==> config.mk <==
export PLATFORM = sky130hd
export DESIGN_NAME = fetch_hazard_ctrl
export DESIGN_NICKNAME = d
export VERILOG_FILES = /design/src/rtl/fetch_hazard_ctrl.sv
export SDC_FILE = /design/constraint.sdc
export NUM_CORES = 1
export LEC_CHECK = 0
export ABC_AREA = 1
export BUFFER_PORTS_ARGS = -buffer_cell sky130_fd_sc_hd__buf_2
export CORE_AREA = 2 2 87 56
export CTS_BUF_LIST = sky130_fd_sc_hd__clkbuf_4 sky130_fd_sc_hd__clkbuf_8
export DETAILED_ROUTE_END_ITERATION = 7
export DIE_AREA = 0 0 89 58
export PLACE_DENSITY = 0.8
export SLEW_MARGIN = 20
export SYNTH_ARGS = -nofsm -noshare
export SYNTH_HDL_FRONTEND = slang
export SYNTH_SLANG_ARGS = --single-unit
==> constraint.sdc <==
create_clock -name clk -period 2.7 [get_ports clk]
set_input_delay 0.81 -clock clk [delete_from_list [all_inputs] [get_ports clk]]
set_output_delay 0.81 -clock clk [all_outputs]
set_load 0.005 [all_outputs]
==> src/rtl/fetch_hazard_ctrl.sv <==
// Fetch/IF-ID/ID-EX sequencing: load-use stalls, taken-branch flushes, debug halt/step FSM, saturating counters.
// Control outputs are same-cycle combinational; halted and counters are registered.
module fetch_hazard_ctrl #(
  parameter int CNT_WIDTH  = 16,
  parameter int REG_ADDR_W = 5
) (
  input  logic                  clk,
  input  logic                  reset,
  input  logic                  MemRead_EX,
  input  logic [REG_ADDR_W-1:0] rd_EX,
  input  logic [REG_ADDR_W-1:0] rs1_ID,
  input  logic [REG_ADDR_W-1:0] rs2_ID,
  input  logic                  branch_taken_EX,
  input  logic                  halt_req,
  input  logic                  step_req,
  input  logic                  resume_req,
  input  logic                  cnt_clr,
  output logic                  PC_write,
  output logic                  PCSrc,
  output logic                  IF_ID_write,
  output logic                  IF_ID_flush,
  output logic                  ID_EX_flush,
  output logic                  halted,
  output logic [CNT_WIDTH-1:0]  stall_count,
  output logic [CNT_WIDTH-1:0]  flush_count
);

  typedef enum logic [1:0] {S_RUN, S_HALTED, S_STEP} state_t;

  localparam logic [CNT_WIDTH-1:0] CNT_MAX = '1;

  state_t               state_q, state_d;
  logic                 halted_q;
  logic [CNT_WIDTH-1:0] stall_q, stall_d, flush_q, flush_d;
  logic                 hz, stall_inc, flush_inc;

  assign hz = MemRead_EX && (rd_EX != '0) && ((rd_EX == rs1_ID) || (rd_EX == rs2_ID));

  always_comb begin
    state_d     = state_q;
    PC_write    = 1'b1;
    PCSrc       = 1'b0;
    IF_ID_write = 1'b1;
    IF_ID_flush = 1'b0;
    ID_EX_flush = 1'b0;
    stall_inc   = 1'b0;
    flush_inc   = 1'b0;

    if (branch_taken_EX) begin
      PCSrc       = 1'b1;
      IF_ID_flush = 1'b1;
      ID_EX_flush = 1'b1;
      flush_inc   = 1'b1;
    end else if (hz && (state_q != S_HALTED)) begin
      PC_write    = 1'b0;
      IF_ID_write = 1'b0;
      ID_EX_flush = 1'b1;
      stall_inc   = 1'b1;
    end else if (state_q == S_HALTED) begin
      // Freeze fetch and keep injecting bubbles so older instructions drain.
      PC_write    = 1'b0;
      IF_ID_write = 1'b0;
      ID_EX_flush = 1'b1;
    end

    unique case (state_q)
      S_RUN:    if (halt_req) state_d = S_HALTED;
      S_HALTED: begin
        if (resume_req)    state_d = S_RUN;
        else if (step_req) state_d = S_STEP;
      end
      S_STEP:   if (PC_write) state_d = S_HALTED;
      default:  state_d = S_RUN;
    endcase

    // While reset is held, keep the pipeline frozen and bubbled.
    if (!reset) begin
      PC_write    = 1'b0;
      PCSrc       = 1'b0;
      IF_ID_write = 1'b0;
      IF_ID_flush = 1'b1;
      ID_EX_flush = 1'b1;
    end
  end

  always_comb begin
    stall_d = stall_q;
    flush_d = flush_q;
    if (cnt_clr) begin
      stall_d = '0;
      flush_d = '0;
    end else begin
      if (stall_inc && (stall_q != CNT_MAX)) stall_d = stall_q + 1'b1;
      if (flush_inc && (flush_q != CNT_MAX)) flush_d = flush_q + 1'b1;
    end
  end

  always_ff @(posedge clk or negedge reset) begin
    if (!reset) begin
      state_q  <= S_RUN;
      halted_q <= 1'b0;
      stall_q  <= '0;
      flush_q  <= '0;
    end else begin
      state_q  <= state_d;
      halted_q <= (state_d == S_HALTED);
      stall_q  <= stall_d;
      flush_q  <= flush_d;
    end
  end

  assign halted      = halted_q;
  assign stall_count = stall_q;
  assign flush_count = flush_q;

endmodule

# Word level (Yosys, flattened, before mapping)
# Cells that the tools add are included.
totals:
  reg_bits: 35
  input_bits: 23
  word_cells: 46
op_classes:
  addsub: 2
  n_eq_ne: 8
  n_mux: 22
  reduce_logical: 10
ops:
  columns: ["op", "count"]
  rows:
  - ["$mux 16", 4]
  - ["$add 16x1->16 const B", 2]
  - ["$ne 16x16->1 const B", 2]
  - ["$mux 1", 13]
  - ["$eq 5x5->1", 2]
  - ["$mux 2", 4]
  - ["$pmux 2 s3", 1]
  - ["$logic_and 1x1->1", 5]
  - ["$reduce_bool 5->1", 1]
  - ["$eq 2x1->1 const B", 2]
  - ["$reduce_bool 2->1", 2]
  - ["$eq 2x2->1 const B", 1]
  - ["$logic_not 2->1", 1]
  - ["$ne 2x1->1 const B", 1]
  - ["$logic_or 1x1->1", 1]

# Longest topological paths before layout
logic_depth:
  word_depth: 9
  depth_mapped: 12
  depth_no_buf: 12

# Worst setup path before layout
# Ideal clock, no wire load.
synth_timing:
  path_kind: "input to output"
  startpoint: "in rd_EX[1]"
  endpoint: "out PC_write"
  t_arrival_ps: 1718
  setup_slack_ps: 172
  path_stages: 8
  n_path_buf: 1
  path_cell_list: "inv_1 nand4_1 o21ai_0 inv_1 nand2_2 nand2_1 a21boi_0 buf_4"
synth_between:
  elab_chain_cells: 7
  elab_cells_between_ends: 10
synth_rtl:
  columns: ["element", "line", "source"]
  rows:
  - ["start, declared", "10", "input logic [REG_ADDR_W-1:0] rd_EX,"]
  - ["$eq 5x5->1 / $reduce_bool 5->1 (equally long branches)", "37", "assign hz = MemRead_EX && (rd_EX != '0) && ((rd_EX == rs1_ID) || (rd_EX == rs2_ID));"]
  - ["$logic_or 1x1->1 / $logic_and 1x1->1 (equally long branches)", "37", null]
  - ["$logic_and 1x1->1 *", "37", null]
  - ["$logic_and 1x1->1 *", "54", "end else if (hz && (state_q != S_HALTED)) begin"]
  - ["$mux 1 * (3 in a row)", null, null]
  - ["end, declared", "18", "output logic PC_write,"]
# Mark *: on every way between the ends. The rest lies on a longest branch, timed or not.

# Worst setup path after layout
layout_timing:
  startpoint: "in rd_EX[0]"
  endpoint: "out ID_EX_flush"
layout_between:
  elab_chain_cells: 7
  elab_cells_between_ends: 10
layout_rtl:
  columns: ["element", "line", "source"]
  rows:
  - ["$eq 5x5->1 / $reduce_bool 5->1 (equally long branches)", "37", null]
  - ["$logic_or 1x1->1 / $logic_and 1x1->1 (equally long branches)", "37", null]
  - ["$logic_and 1x1->1 *", "37", null]
  - ["$logic_and 1x1->1 *", "54", null]
  - ["$mux 1 *", "54", null]
  - ["$mux 1 *", "49", "if (branch_taken_EX) begin"]
  - ["$mux 1 *", "77", "if (!reset) begin"]
  - ["end, declared", "22", "output logic ID_EX_flush,"]
# Marks and branches as above.

==> insert_results.sql <==
INSERT INTO impl_metrics (metric_group, metric, value, unit) VALUES
('logic_synthesis', 'post_synth_instance_area', '0.00230', 'mm2'),
('clock_tree', 'clk-insertion-delay-late', '290', 'ps'),
('die', 'fp.dieW', '89', 'um'),
('grt', 'grt_first_pass_wirelength', '9230', 'um'),
('logic_synthesis', 'syn-instance-count', '329', ''),
('critical_path', 'arrival', '1730', 'ps'),
('die', 'fp.dieH', '58', 'um'),
('placed_design', 'io_buffer_count', '60', ''),
('sta', 'worstMarginPinSlew', '346', 'ps'),
('placed_design', 'placed_area', '0.00267', 'mm2'),
('sta', 'rsz0062_at_grt', 'false', ''),
('logic_synthesis', 'count_of_flip_flops_with_a_built_in_enable_after_synthesis', '0', ''),
('final_layout', 'drive_above_1_share', '22.8', '%'),
('sta', 'setup_total_negative_slack', '0', 'ps'),
('pwr', 'power.net_switching', '302', 'uW'),
('clock_tree', 'cts.hold.buffers_added', '0', ''),
('worst_hold_path', 'hold_end', 'flush_count[3]', ''),
('drt', 'drc', '0', ''),
('die', 'placeableCoreArea', '0.00437', 'mm2'),
('critical_path', 'worst_setup_sp_type', 'input port', ''),
('worst_hold_path', 'min_delay_path_depth', '1', ''),
('clock_tree', 'root_buffer', 'sky130_fd_sc_hd__clkbuf_8', ''),
('sta', 'finalSetupViolations', '0', ''),
('logic_synthesis', 'synth-async-reset-ratio', '100', '%'),
('critical_path', 'setup.worst_path.class', 'in -> out', ''),
('critical_path', 'crit_path_max_fanout', '4', ''),
('clock_tree', 'tritoncts.num_buffers', '5', ''),
('clock_tree', 'clkSinkCount', '35', ''),
('die', 'floorplan.initialDensity', '52.7', '%'),
('sta', 'timing.fmax', '0.393', 'GHz'),
('logic_synthesis', 'yosys_register_bits', '35', ''),
('logic_synthesis', 'ys_top_cells_by_area', 'sky130_fd_sc_hd__dfrtp_1, sky130_fd_sc_hd__nand2_1, sky130_fd_sc_hd__nor2_1', ''),
('pwr', 'pwr_density_cell', '400', 'mW/mm2'),
('pwr', 'switching_share', '27.3', '%'),
('logic_synthesis', 'syn_nets', '354', ''),
('logic_synthesis', 'postSynthAreaPerCell', '7.01', 'um2'),
('die', 'pin_count', '61', ''),
('pwr', 'seq_power_share', '50.1', '%'),
('pwr', 'p_clk_share', '34.8', '%'),
('drt', 'route.final.wire_length', '5490', 'um'),
('sta', 'fin_worst_skew', '8.76', 'ps'),
('clock_tree', 'cts.reportedPaths.clkPinSlew', '70', 'ps'),
('sta', 'final.period_utilization', '94.2', '%'),
('logic_synthesis', 'synth_top_cells_by_count', 'sky130_fd_sc_hd__nand2_1, sky130_fd_sc_hd__nor2_1, sky130_fd_sc_hd__dfrtp_1, sky130_fd_sc_hd__inv_1, sky130_fd_sc_hd__nand3_1', ''),
('clock_tree', 'cts_tree', 'done', ''),
('logic_synthesis', 'post_synth_xor_area_fraction', '5.32', '%'),
('pwr', 'power_leakage', '0.00148', 'uW'),
('run_status', 'run_status', 'complete, no violations', ''),
('critical_path', 'timing.rr.start', 'stall_count[0]', ''),
('grt', 'gr-total-overflow', '0', ''),
('logic_synthesis', 'synth.yosys.warnings', '0', ''),
('die', 'die-area', '0.00516', 'mm2'),
('logic_synthesis', 'synth.largest_area_cell', 'sky130_fd_sc_hd__dfrtp_1', ''),
('drt', 'count_of_nets_left_with_antenna_violations_after_detail_routing', '0', ''),
('sta', 'max-slew-margin-rel', '76.9', '%'),
('flow_run', 'cap_viol_max_count', '0', ''),
('critical_path', 'cp_slowest_stage_delay', '140', 'ps'),
('pwr', 'worst_ir_drop_vdd', '0.304', 'mV'),
('sta', 'holdWs', '509', 'ps'),
('sta', 'drv_slew', '0', ''),
('final_layout', 'syn2layout_area_growth', '19.9', '%'),
('grt', 'grt_antenna_before_repair', '0', ''),
('drt', 'viasPerCell', '5.04', ''),
('logic_synthesis', 'synth_flop_cell', 'sky130_fd_sc_hd__dfrtp_1', ''),
('final_layout', 'finalInstanceArea', '0.00276', 'mm2'),
('clock_tree', 'total_number_of_h_tree_levels', '2', ''),
('clock_tree', 'cts_post_setup_buffers_inserted', '0', ''),
('critical_path', 'worst_setup_path_end_kind', 'primary output', ''),
('drt', 'drt-wirelength-per-cell', '12.0', 'um'),
('worst_hold_path', 'hold_class', 'reg -> reg', ''),
('drt', 'vias', '2303', '');
-- cell families after synthesis --
family | count (synthesis)
buf+inv | 47
simple gates | 205
xor+xnor | 14
compound gates | 26
flops | 35
fa+ha+maj | 2
-- per-layer routing --
metal	part of all wire [%]	vias up	GRT usage, %
li1	-	1187	-
met1	50	1036	35.8
met2	42	73	32.7
met3	7.7	7	5.70
met4	0.75	0	6.61
met5	0	-	0
-- cell type report --
class / instances / area [um2]
fillers: 409 / 1610
multi-input cells: 247 / 1220
flip-flops and latches: 35 / 876
repair buffers: 66 / 345
inverters: 39 / 151
clock buffers: 6 / 82.6
well taps: 63 / 78.8
clock inverters: 1 / 5.00
-- metrics by stage --
stage               instances  util, %  setup WS, ps  total power (uW)
CTS                       457     63.0          66.5              1110
global placement          450     61.0           106               722
floorplan                 329        -           172               658
finish                    457     63.2           156              1110
detailed placement        450     61.0          68.0               728
global route              457     63.2          25.8              1170
-- layout by cell type (no fill, tap or decap), types with 3 or more instances in the layout --
master | Yosys | final
sky130_fd_sc_hd__nand3_1 | 34 | 34
sky130_fd_sc_hd__nand4_1 | 11 | 11
sky130_fd_sc_hd__o21ai_0 | 13 | 12
sky130_fd_sc_hd__nand2_1 | 87 | 87
sky130_fd_sc_hd__buf_2 | 2 | 60
sky130_fd_sc_hd__xor2_1 | 12 | 12
sky130_fd_sc_hd__nor3_1 | 10 | 10
sky130_fd_sc_hd__nand3_2 | 4 | 4
sky130_fd_sc_hd__buf_4 | 2 | 6
sky130_fd_sc_hd__nor2_1 | 46 | 45
sky130_fd_sc_hd__a21oi_1 | 8 | 8
sky130_fd_sc_hd__clkbuf_8 | 0 | 6
sky130_fd_sc_hd__dfrtp_1 | 35 | 35
sky130_fd_sc_hd__inv_1 | 35 | 35
sky130_fd_sc_hd__nand3b_1 | 3 | 3
-- state kept, by name, indices dropped and copies added (netlist names) --
signal / cells
flush_count: 16
stall_count: 16
state_q: 2
halted: 1
-- power by group through the flow --
stage / registers (uW) / clock network (uW) / logic (uW)
detailed placement: 564 / 0 / 164
CTS: 554 / 391 / 166
finish: 554 / 384 / 168
global placement: 562 / 0 / 160
floorplan: 563 / 0 / 95.5
global route: 557 / 418 / 192
-- critical path, delay by kind of cell --
| kind | cells | cell delay [ps] |
|---|---|---|
| simple gates | 7 | 510 |
| buf+inv | 4 | 410 |
-- how the worst max path moves through the flow --
stage | startpoint | endpoint | slack (ps) | cells past startpoint
4_1_cts | rd_EX[1] | PC_write | 70 | 9
6_report | rd_EX[0] | ID_EX_flush | 160 | 11
5_1_grt | rd_EX[1] | IF_ID_write | 30 | 9
2_1_floorplan | rd_EX[1] | PC_write | 170 | 8
3_3_place_gp | rd_EX[0] | PC_write | 110 | 9
3_5_place_dp | rd_EX[1] | PC_write | 70 | 9
Note: power is estimated with default switching activity, not from simulation.
